===== config.mk =====
export PLATFORM = sky130hd
export DESIGN_NAME = tmds_encoder_hdmi
export DESIGN_NICKNAME = d
export VERILOG_FILES = /design/src/rtl/tmds_pkg.sv /design/src/rtl/tmds_lane.sv /design/src/rtl/tmds_encoder_hdmi.sv
export SDC_FILE = /design/constraint.sdc
export NUM_CORES = 1
export LEC_CHECK = 0
export ABC_AREA = 1
export BUFFER_PORTS_ARGS = -buffer_cell sky130_fd_sc_hd__buf_2
export CAP_MARGIN = 0
export CORE_ASPECT_RATIO = 1.4
export CORE_UTILIZATION = 40
export DETAILED_ROUTE_END_ITERATION = 8
export HOLD_SLACK_MARGIN = 0.1
export SKIP_LAST_GASP = 1
export SLEW_MARGIN = 20
export SYNTH_ARGS = -nofsm -noshare
export SYNTH_HDL_FRONTEND = slang
export SYNTH_HIERARCHICAL = 1
export SYNTH_SLANG_ARGS = --single-unit

===== constraint.sdc =====
create_clock -name clk_in -period 7.74 [get_ports clk_in]
set_clock_uncertainty 0.1 [all_clocks]
set_input_delay 0.774 -clock clk_in [delete_from_list [all_inputs] [get_ports clk_in]]
set_output_delay 0.774 -clock clk_in [all_outputs]
set_load 0.02 [all_outputs]

===== src/rtl/tmds_pkg.sv =====
// Shared TMDS definitions: encoding modes, fixed symbols, the TERC4 lookup and the
// 8b/9b transition-minimisation helpers.
package tmds_pkg;

  typedef enum logic [2:0] {
    MODE_CTRL   = 3'd0,
    MODE_VIDEO  = 3'd1,
    MODE_VGUARD = 3'd2,
    MODE_TERC4  = 3'd3,
    MODE_DGUARD = 3'd4
  } tmds_mode_t;

  localparam logic [9:0] CTRL_SYM_00 = 10'b1101010100;
  localparam logic [9:0] CTRL_SYM_01 = 10'b0010101011;
  localparam logic [9:0] CTRL_SYM_10 = 10'b0101010100;
  localparam logic [9:0] CTRL_SYM_11 = 10'b1010101011;

  localparam logic [9:0] GUARD_SYM_A = 10'b1011001100;
  localparam logic [9:0] GUARD_SYM_B = 10'b0100110011;

  function automatic logic [9:0] ctrl_sym(input logic [1:0] c);
    logic [9:0] s;
    unique case (c)
      2'b00:   s = CTRL_SYM_00;
      2'b01:   s = CTRL_SYM_01;
      2'b10:   s = CTRL_SYM_10;
      default: s = CTRL_SYM_11;
    endcase
    return s;
  endfunction

  function automatic logic [9:0] terc4_sym(input logic [3:0] nib);
    logic [9:0] s;
    unique case (nib)
      4'h0:    s = 10'b1010011100;
      4'h1:    s = 10'b1001100011;
      4'h2:    s = 10'b1011100100;
      4'h3:    s = 10'b1011100010;
      4'h4:    s = 10'b0101110001;
      4'h5:    s = 10'b0100011110;
      4'h6:    s = 10'b0110001110;
      4'h7:    s = 10'b0100111100;
      4'h8:    s = 10'b1011001100;
      4'h9:    s = 10'b0100111001;
      4'hA:    s = 10'b0110011100;
      4'hB:    s = 10'b1011000110;
      4'hC:    s = 10'b1010001110;
      4'hD:    s = 10'b1001110001;
      4'hE:    s = 10'b0101100011;
      default: s = 10'b1011000011;
    endcase
    return s;
  endfunction

  function automatic logic [3:0] popcount8(input logic [7:0] d);
    logic [3:0] n;
    n = '0;
    for (int i = 0; i < 8; i++) begin
      n = n + 4'(d[i]);
    end
    return n;
  endfunction

  // q[8] = 1 marks XOR chaining, 0 marks XNOR chaining.
  function automatic logic [8:0] tm_minimise(input logic [7:0] d);
    logic [3:0] n1;
    logic       use_xnor;
    logic [8:0] q;
    n1       = popcount8(d);
    use_xnor = (n1 > 4'd4) || ((n1 == 4'd4) && !d[0]);
    q        = '0;
    q[0]     = d[0];
    for (int i = 1; i < 8; i++) begin
      q[i] = use_xnor ? ~(q[i-1] ^ d[i]) : (q[i-1] ^ d[i]);
    end
    q[8] = ~use_xnor;
    return q;
  endfunction

endpackage


===== src/rtl/tmds_lane.sv =====
// One TMDS lane: stage 1 minimises transitions, stage 2 selects the output symbol and
// tracks running disparity.
module tmds_lane
  import tmds_pkg::*;
#(
  parameter int unsigned LaneIdx = 0,
  parameter int unsigned CntW    = 5
) (
  input  logic            clk_i,
  input  logic            rst_i,
  input  logic [2:0]      mode_i,
  input  logic [7:0]      data_i,
  input  logic [1:0]      ctrl_i,
  input  logic [3:0]      aux_i,
  output logic [9:0]      tmds_o,
  output logic [CntW-1:0] disp_o
);

  localparam logic signed [CntW-1:0] Zero = '0;
  localparam logic signed [CntW-1:0] Two  = CntW'(2);

  logic [8:0] qm_d, qm_q;
  logic [3:0] n1_d, n1_q;
  logic [2:0] mode_q;
  logic [1:0] ctrl_q;
  logic [3:0] aux_q;

  always_comb begin
    qm_d = tm_minimise(data_i);
    n1_d = popcount8(qm_d[7:0]);
  end

  always_ff @(posedge clk_i) begin
    if (rst_i) begin
      qm_q   <= '0;
      n1_q   <= '0;
      mode_q <= MODE_CTRL;
      ctrl_q <= 2'b00;
      aux_q  <= '0;
    end else begin
      qm_q   <= qm_d;
      n1_q   <= n1_d;
      mode_q <= mode_i;
      ctrl_q <= ctrl_i;
      aux_q  <= aux_i;
    end
  end

  logic signed [CntW-1:0] cnt_d, cnt_q;
  logic signed [CntW-1:0] n1s, n0s;
  logic [9:0]             sym_d, sym_q;
  logic                   q8;

  always_comb begin
    q8    = qm_q[8];
    n1s   = $signed(CntW'(n1_q));
    n0s   = $signed(CntW'(4'd8 - n1_q));
    sym_d = ctrl_sym(ctrl_q);
    cnt_d = Zero;
    case (mode_q)
      MODE_VIDEO: begin
        if ((cnt_q == Zero) || (n1_q == 4'd4)) begin
          sym_d = {~q8, q8, q8 ? qm_q[7:0] : ~qm_q[7:0]};
          cnt_d = q8 ? (cnt_q + n1s - n0s) : (cnt_q + n0s - n1s);
        end else if (((cnt_q > Zero) && (n1_q > 4'd4)) || ((cnt_q < Zero) && (n1_q < 4'd4))) begin
          sym_d = {1'b1, q8, ~qm_q[7:0]};
          cnt_d = cnt_q + n0s - n1s + (q8 ? Two : Zero);
        end else begin
          sym_d = {1'b0, q8, qm_q[7:0]};
          cnt_d = cnt_q + n1s - n0s - (q8 ? Zero : Two);
        end
      end
      MODE_VGUARD: sym_d = (LaneIdx == 1) ? GUARD_SYM_B : GUARD_SYM_A;
      MODE_TERC4:  sym_d = terc4_sym(aux_q);
      MODE_DGUARD: sym_d = (LaneIdx == 0) ? terc4_sym(aux_q) : GUARD_SYM_B;
      default:     sym_d = ctrl_sym(ctrl_q);
    endcase
  end

  always_ff @(posedge clk_i) begin
    if (rst_i) begin
      sym_q <= '0;
      cnt_q <= Zero;
    end else begin
      sym_q <= sym_d;
      cnt_q <= cnt_d;
    end
  end

  assign tmds_o = sym_q;
  assign disp_o = cnt_q;

endmodule


===== src/rtl/tmds_encoder_hdmi.sv =====
// HDMI TMDS encoder: NUM_CH lanes encoded in lockstep under a shared mode, two-cycle latency.
module tmds_encoder_hdmi
  import tmds_pkg::*;
#(
  parameter int unsigned NUM_CH = 3,
  parameter int unsigned CNT_W  = 5
) (
  input  logic                    clk_in,
  input  logic                    rst_in,
  input  logic [2:0]              mode_in,
  input  logic [NUM_CH*8-1:0]     data_in,
  input  logic [NUM_CH*2-1:0]     ctrl_in,
  input  logic [NUM_CH*4-1:0]     aux_in,
  output logic [NUM_CH*10-1:0]    tmds_out,
  output logic [NUM_CH*CNT_W-1:0] disp_out
);

  for (genvar c = 0; c < NUM_CH; c++) begin : g_lane
    tmds_lane #(
      .LaneIdx(c),
      .CntW   (CNT_W)
    ) u_lane (
      .clk_i (clk_in),
      .rst_i (rst_in),
      .mode_i(mode_in),
      .data_i(data_in[8*c +: 8]),
      .ctrl_i(ctrl_in[2*c +: 2]),
      .aux_i (aux_in[4*c +: 4]),
      .tmds_o(tmds_out[10*c +: 10]),
      .disp_o(disp_out[CNT_W*c +: CNT_W])
    );
  end

endmodule


* After elaboration in Yosys (flattened, before gate mapping)
Memories as Yosys holds them, arrays and structs flattened. A register that Yosys moved wholly into a read port is not among the register bits.
Cells that the tools add are included.
** Word-level totals
- Bits in registers :: 93
- Bits of input ports :: 47
- Memories kept :: 4
- ROM bits :: 640
** Operators by class
- Bitwise gates (word level) :: 52
- Reductions and logical operators :: 29
- Mux-type cells :: 55
- Eq/ne operators :: 16
- Magnitude comparators :: 15
- Add/sub/neg operators :: 63
** Memories
- (no name shown) :: words 16, bits a word 10, rd ports 1, clocked after Yosys merged registers in 1, wr ports 0, line tmds_pkg.sv:34 : unique case (nib)
- (no name shown) :: words 16, bits a word 10, rd ports 1, clocked after Yosys merged registers in 1, wr ports 0, line tmds_pkg.sv:34
- (no name shown) :: words 16, bits a word 10, rd ports 1, clocked after Yosys merged registers in 1, wr ports 0, line tmds_pkg.sv:34
- (no name shown) :: words 16, bits a word 10, rd ports 1, clocked after Yosys merged registers in 1, wr ports 0, line tmds_pkg.sv:34
** Operator list (number)
- 4-bit by 1-bit adder with 4-bit output :: 36
- 10-bit case mux with 3 select lines :: 4
- 10-bit case mux with 4 select lines :: 2
- 10-bit two-way mux :: 6
- 5-bit adder :: 9
- 5-bit two-way mux :: 9
- 5-bit subtractor :: 9
- 1-bit inverter :: 28
- 4-bit by 3-bit == test with 1-bit output, second input constant :: 6
- 4-bit by 3-bit greater-than comparator with 1-bit output, second input constant :: 6
- 8-bit two-way mux :: 3
- 8-bit inverter :: 3
- 1-bit two-way mux :: 21
- 1-bit XOR :: 21
- 4-bit two-way mux :: 4
- 5-bit by 1-bit greater-than comparator with 1-bit output, second input constant :: 3
- 5-bit logical NOT :: 3
- 5-bit by 1-bit less-than comparator with 1-bit output, second input constant :: 3
- 4-bit by 4-bit subtractor with 5-bit output, first input constant :: 3
- 1-bit by 1-bit adder with 2-bit output :: 6
- 4-bit by 3-bit less-than comparator with 1-bit output, second input constant :: 3
- 2-bit two-way mux :: 6
- 1-bit logical AND :: 9
- 1-bit logical OR :: 9
- 8 further kinds :: 18

* Longest topological paths before layout
Gate-level depths: netlist (run 1).
- Depth in word-level cells :: 30
- Depth in mapped cells :: 26
- Mapped depth without buffers :: 26

* Hierarchy
Netlist (run 1), hierarchy kept.
** Modules (own cells, without submodules)
- tmds_lane at g_lane[0].u_lane :: cells each 437, area an instance 3085.5 um2, times used 1
- tmds_lane at g_lane[2].u_lane :: cells each 426, area an instance 3061.7 um2, times used 1
- tmds_lane at g_lane[1].u_lane :: cells each 431, area an instance 3031.7 um2, times used 1

* Worst setup path after synthesis (run 1)
No wires, ideal clock.
- Path kind :: input to register
- From :: input port data_in[19]
- To :: register g_lane[2].u_lane.n1_q[2]
- Path buffers :: 0
- Setup time :: 129 ps
- Data arrival time :: 5902 ps
- Slack :: 1609 ps
- Stages on the path :: 19
- Cell sequence :: inv_1 -> fa_1 -> fa_1 -> fa_1 -> inv_1 -> ha_1 -> fa_1 -> o31ai_2 -> nand3_2 -> xnor2_2 -> fa_1 -> fa_1 -> inv_1 -> fa_1 -> ha_1 -> inv_1 -> fa_1 -> xor2_1 -> nor2_1
** On the way
- Cells in the longest elaborated chain, start to end :: 28
** RTL lines
- start: declaration :: line tmds_encoder_hdmi.sv:11 : input logic [NUM_CH*8-1:0] data_in,
- branches (longest 27 deep; another with 4-bit by 1-bit adder with 4-bit output)
- 4-bit by 1-bit adder with 4-bit output (*) :: line tmds_pkg.sv:59 : n = n + 4'(d[i]);
- end signal: assignment :: line tmds_lane.sv:42 : n1_q <= n1_d;
- end: declaration :: line tmds_lane.sv:23 : logic [3:0] n1_d, n1_q;
Every way passes the cells marked *.
A chain may end at the register's enable or synchronous reset.

* Worst setup path after layout (run 1)
Ends and elaborated chain as after synthesis.

==> results of run 1 <==
placed cells by master, fill, tap and decap left out, drive strengths merged, types with 8 or more instances in the layout:
master | Yosys | final
a21oi | 61 | 61
a31oi | 10 | 10
buf | 6 | 89
clkbuf | 14 | 22
clkinv | 4 | 8
dfxtp | 126 | 126
fa | 30 | 30
ha | 81 | 81
inv | 256 | 256
nand2 | 328 | 328
nand3 | 97 | 97
nor2 | 100 | 100
nor3 | 8 | 8
o21ai | 74 | 74
or2 | 17 | 17
xnor2 | 19 | 19
xor2 | 28 | 28
per-layer routing:
metal	vias up	global-route usage	routed length [µm]
met5	-	0	0
met4	0	0.0828	601
met3	40	0.0240	493
met2	118	0.338	10700
met1	3613	0.193	8370
li1	4192	-	-
synthesized netlist by cell type (15+ instances only):
cell / instances / area share
nand3_1: 93 / 0.051
a21oi_1: 60 / 0.033
fa_1: 30 / 0.065
xnor2_1: 15 / 0.014
nand2_2: 20 / 0.014
ha_1: 81 / 0.11
inv_1: 243 / 0.099
dfxtp_1: 126 / 0.27
nor2_1: 93 / 0.038
o21ai_0: 68 / 0.037
nand2_1: 299 / 0.12
xor2_1: 23 / 0.022
logic make-up (layout without fill, tap and decap cells):
kind of cell	Yosys count	after routing	synth area share
simple gates	557	557	0.269
fa+ha+maj	111	111	0.176
flops	126	126	0.275
compound gates	170	170	0.106
other cells	3	4	0.00123
buf+inv	280	381	0.118
xor+xnor	47	47	0.0559
layout make-up:
type / instances / area (µm²)
Antenna cell: 1 / 2.50
Clock buffer: 22 / 474
Clock inverter: 10 / 136
Fill cell: 2329 / 12000
Inverter: 260 / 976
Multi-Input combinational cell: 888 / 5580
Sequential cell: 126 / 2520
Tap cell: 301 / 377
Timing Repair Buffer: 89 / 448
critical path: stages:
cell and delay (ns):
buf_2 0.09, inv_1 0.16, fa_1 0.47, fa_1 0.46
fa_1 0.49, inv_1 0.05, ha_1 0.20, fa_1 0.46
o31ai_2 0.27, nand3_2 0.20, xnor2_1 0.31, fa_1 0.48
fa_1 0.51, inv_1 0.05, fa_1 0.49, ha_1 0.17
inv_1 0.06, fa_1 0.37, xor2_1 0.15, nor2_1 0.05
power groups by stage:
stage	registers (mW)	clock network [mW]	logic (mW)
floorplan	0.881	0	2.33
global placement	0.866	0	2.81
detailed placement	0.867	0	2.91
CTS	0.854	0.833	2.98
global route	0.868	0.861	3.42
finish	0.852	0.815	2.94
how the worst max path moves through the flow:
stage | startpoint | to | depth (start not counted)
floorplan | data_in[19] | g_lane[2].u_lane/n1_q[2] | 19
global placement | data_in[19] | g_lane[2].u_lane/n1_q[2] | 20
detailed placement | data_in[19] | g_lane[2].u_lane/n1_q[2] | 20
CTS | data_in[19] | g_lane[2].u_lane/n1_q[2] | 20
global route | data_in[19] | g_lane[2].u_lane/n1_q[2] | 20
finish | data_in[19] | g_lane[2].u_lane/n1_q[2] | 20
stage by stage:
step | worst slack [ns] | util
floorplan | 1.61 | -
global placement | 1.37 | 0.439
detailed placement | 1.19 | 0.439
CTS | 1.63 | 0.466
global route | 1.44 | 0.467
finish | 1.65 | 0.467
==> impl_metrics.toml, run 1 <==
[run_status]
outcome = "finished clean"

[die]
die_w_um = 130
ioPinCount = 92
start_util = 0.407
die_h_um = 181
die_area_mm2 = 0.0236
core_mm2 = 0.0225
row_count = 65

[synthesis]
yosysWarnings = 6
yosysUniqueCellTypes = 54
avgSynthCellArea_um2 = 7.09
ys_ff_latch = 126
synth_ff_type = "dfxtp_1"
ys_seq_area_frac = 0.275
async_reset_ff_frac = 0
synth_edf_count = 0
syn_area_mm2 = 0.00918
synth_fp_nets = 1452
syn_inst = 1294

[power_and_ir_drop]
peakVddDrop_mv = 0.199
p_leak_nw = 5.71
p_comb_frac = 0.638
power.density_mw_per_mm2 = 438
p_int_mw = 2.46
p_sw_frac = 0.467
clkPwrFrac = 0.177
p_sw_mw = 2.15
seqPwrFrac = 0.185
power.total_mw = 4.61

[timing]
period_needed_ns = 6.09
setup-violations-final = 0
worstMarginPinSlew_ns = 0.784
slew_headroom = 0.477
finalHoldViolations = 0
setup-tns-final_ns = 0
fmax_ghz = 0.164
rsz0062_at_grt = "no"
hold_ws_ns = 0.430
fin_crit_sh = 0.787
finalMaxSlewViolations = 0

[grt]
grtUsageTotal = 0.180
overflow = 0
grt_pass1_vias = 7706
grt_pass1_wl_um = 33600
antenna_found_initial = 0
grt_max_degree = 68

[cts]
holdBufCountCts = 0
clock-root-buffer = "clkbuf_16"
ctsResizeCount = 0
clkLatencyLatePin_ns = 0.42
cts_setup_buffers = 0
clock_path_buffers = 2
cts_tree = "built"
cts.clk_slew.worst_paths_ns = 0.06
cts_buffers = 17
htreeDepth = 4
cts_num_sinks = 126

[critical_path]
cp_data_required_time_ns = 7.91
start_kind = "input pin"
reg2reg_slack_ns = 4.64
arrival_ns = 6.26
r2r-start = "g_lane[0].u_lane/n1_q[0]"
worstSetupPathType = "in2reg"
critPathMaxFanout = 5
worstReg2RegEnd = "g_lane[0].u_lane/disp_o[4]"
r2r_cells = 18
endpoint_kind = "register"

[placed_design]
dpl_cell_area_mm2 = 0.00990
dp.final_hpwl_um = 16200
dp.cells = 1664
io_buffers = 88
place_congestion = 0.851

[min_path]
hold_path_class = "reg2reg"
hold_path_end = "g_lane[1].u_lane/tmds_o[8]"
worstHoldPathCells = 2
hold_start = "g_lane[1].u_lane/qm_q[8]"

[drt]
firstDrtPassIters = 4
routedWlPerCell_um = 11.9
drtIter0Drc = 389
drtAntennaViolNets = 0
vias = 7963
via_per_inst = 4.69
drcViolationCount = 0
wirelength_um = 20200

[layout]
nets = 1540
fin_cells = 1697
area_delta_synth_final_pct = 14.6
drive_above_1_share = 0.144
fin_area_mm2 = 0.0105

[run]
cap_viol_max_count = 0
No activity file was read; power rests on OpenSTA's default activity.
==> run 2, diff against run 1 <==
==> constraint.sdc (replaced) <==
create_clock -name clk_in -period 5.5 [get_ports clk_in]
set_clock_uncertainty 0.1 [all_clocks]
set_input_delay 0.55 -clock clk_in [delete_from_list [all_inputs] [get_ports clk_in]]
set_output_delay 0.55 -clock clk_in [all_outputs]
set_load 0.02 [all_outputs]
==> run 2 against run 1 <==
  * The run now ends with setup timing left
  * Setup slack got worse by 1.8 ns
  * Final area up 4.8%
  * Final cell count grew 2.3%
  * Flip-flop and latch count unchanged
  * First-iteration DRC count is 26% lower
  * Hold slack worse by 0.18 ns
  * Core utilization rose by 2.2 points
  * Global-route usage increased by 0.42 points
  * Routed wire length rose by 0.90%
  * Power rose by 47%
  * Via count rose by 0.50%
  * Sequential share of layout area is 1.1 points lower
  * Largest power group unchanged
  * Highest routed layer is now met5
==> impl_metrics.toml, run 2 (synthesis gave the netlist of run 1 again) <==
[die]
core_mm2 = 0.0225
die_area_mm2 = 0.0236
ioPinCount = 92
die_w_um = 130
die_h_um = 181
row_count = 65
start_util = 0.407

[drt]
via_per_inst = 4.61
vias = 8003
drtIter0Drc = 288
drcViolationCount = 0
firstDrtPassIters = 5
drtAntennaViolNets = 0
wirelength_um = 20300
routedWlPerCell_um = 11.7

[timing]
rsz0062_at_grt = "yes"
slew_headroom = 0.498
worstMarginPinSlew_ns = 0.748
finalMaxSlewViolations = 0
finalHoldViolations = 0
fin_crit_sh = 1.02
finalWorstSetupSlack_ns = -0.120
setup-tns-final_ns = -0.181
fmax_ghz = 0.178
setup-violations-final = 2
period_needed_ns = 5.62

[layout]
drive_above_1_share = 0.185
layout.cells.most_common = "nand2_1"
fin_cells = 1736
fillerInstances = 2330
nets = 1579
area_delta_synth_final_pct = 20.1
final_cell_mix = "nand2_1, inv_1, dfxtp_1, nor2_1, nand3_1"

[grt]
antenna_found_initial = 4
grtUsageTotal = 0.184
overflow = 0
grt_pass1_wl_um = 34300
grt_max_degree = 39
grt_pass1_vias = 7759

[cts]
cts.clk_slew.worst_paths_ns = 0.06
clock-root-buffer = "clkbuf_16"
htreeDepth = 4
clock_path_buffers = 2
cts_num_sinks = 126
cts_tree = "built"
clkLatencyLatePin_ns = 0.42
cts_buffers = 17
holdBufCountCts = 0

[power_and_ir_drop]
p_leak_nw = 5.93
power.density_mw_per_mm2 = 615
power.total_mw = 6.78
peakVddDrop_mv = 0.405

[critical_path]
worstSetupPathType = "in2reg"
cp_data_required_time_ns = 5.69
reg2reg_slack_ns = 2.55
arrival_ns = 5.81
start_kind = "input pin"
endpoint_kind = "register"
critPathMaxFanout = 4

[run_status]
outcome = "complete, but fails checks"
violations = "setup timing"

[placed_design]
dp.final_hpwl_um = 16800
place_congestion = 0.884
dp.cells = 1696
io_buffers = 88

[run]
cap_viol_max_count = 0

[min_path]
hold_path_class = "in2reg"
-- run 2: changes by cell type in the layout (fill, tap and decap cells not counted), moves of 3 or more --
cell	before	now
buf_4	1	41
inv_1	243	234
buf_2	88	82
ha_1	81	75
ha_2	0	5
buf_6	0	4
clkinv_4	1	5
inv_2	13	17
clkinv_2	3	0
-- run 2: routing by layer --
metal | up-vias | wire, µm | GRT usage
met2 | 114 | 10700 | 0.341
met4 | 4 | 469 | 0.0674
li1 | 4271 | - | -
met5 | - | 22 | 0
met3 | 38 | 760 | 0.0418
met1 | 3576 | 8360 | 0.198
-- run 2: power breakdown --
part           internal (mW)  switching [mW]
clock network          0.829           0.411
logic                   1.79            2.54
registers               1.09           0.119
-- run 2: repair_timing --
| action | 4_1_cts | 5_1_grt |
|---|---|---|
| setup buffers | 3 | 4 |
| setup endpoints to repair | 2 | 6 |
| pin swaps | 4 | 11 |
| hold endpoints to repair | 0 | 0 |
| resized for setup | 6 | 8 |
-- run 2: area by class of cell --
| class | count | area, µm² | area share |
|---|---|---|---|
| multi-input combinational | 888 | 5680 | 0.515 |
| sequential | 126 | 2520 | 0.229 |
| inverter | 260 | 996 | 0.0904 |
| timing repair buffer | 128 | 778 | 0.0706 |
| clock buffer | 19 | 453 | 0.0411 |
| tap | 301 | 377 | 0.0342 |
| clock inverter | 12 | 210 | 0.0191 |
| antenna | 2 | 5.00 | 0.000454 |
-- run 2: critical path, cell delays in order --
cell and delay (ns):
buf_8 0.08, inv_4 0.03, fa_1 0.56, fa_1 0.45
fa_1 0.50, inv_1 0.04, ha_2 0.17, fa_1 0.44
o31ai_2 0.20, nand3_2 0.21, xnor2_2 0.21, fa_1 0.50
fa_1 0.52, inv_1 0.05, fa_1 0.49, ha_2 0.19
inv_2 0.04, fa_1 0.37, xor2_1 0.16, nor2_1 0.05
-- run 2: metrics by stage --
step | utilization | area (µm²) | hold WS [ns] | setup slack (ns)
6_report | 0.489 | 11000 | 0.246 | -0.120
5_1_grt | 0.489 | 11000 | 0.240 | -0.408
4_1_cts | 0.486 | 10900 | 0.229 | -0.175
3_5_place_dp | 0.454 | 10200 | 0.423 | -0.684
3_3_place_gp | 0.454 | 10200 | 0.427 | -0.564
2_1_floorplan | - | 9280 | 0.382 | -0.396
-- run 2: path summary, 6_finish.rpt --
path,startpoint,to,cells past startpoint
worst max-delay path,data_in[16],g_lane[2].u_lane/n1_q[2],20
worst min-delay path,ctrl_in[4],g_lane[2].u_lane/ctrl_q[0],3
worst max register to register,g_lane[0].u_lane/n1_q[0],g_lane[0].u_lane/disp_o[4],18
worst min register to register,register,g_lane[1].u_lane/tmds_o[3],4
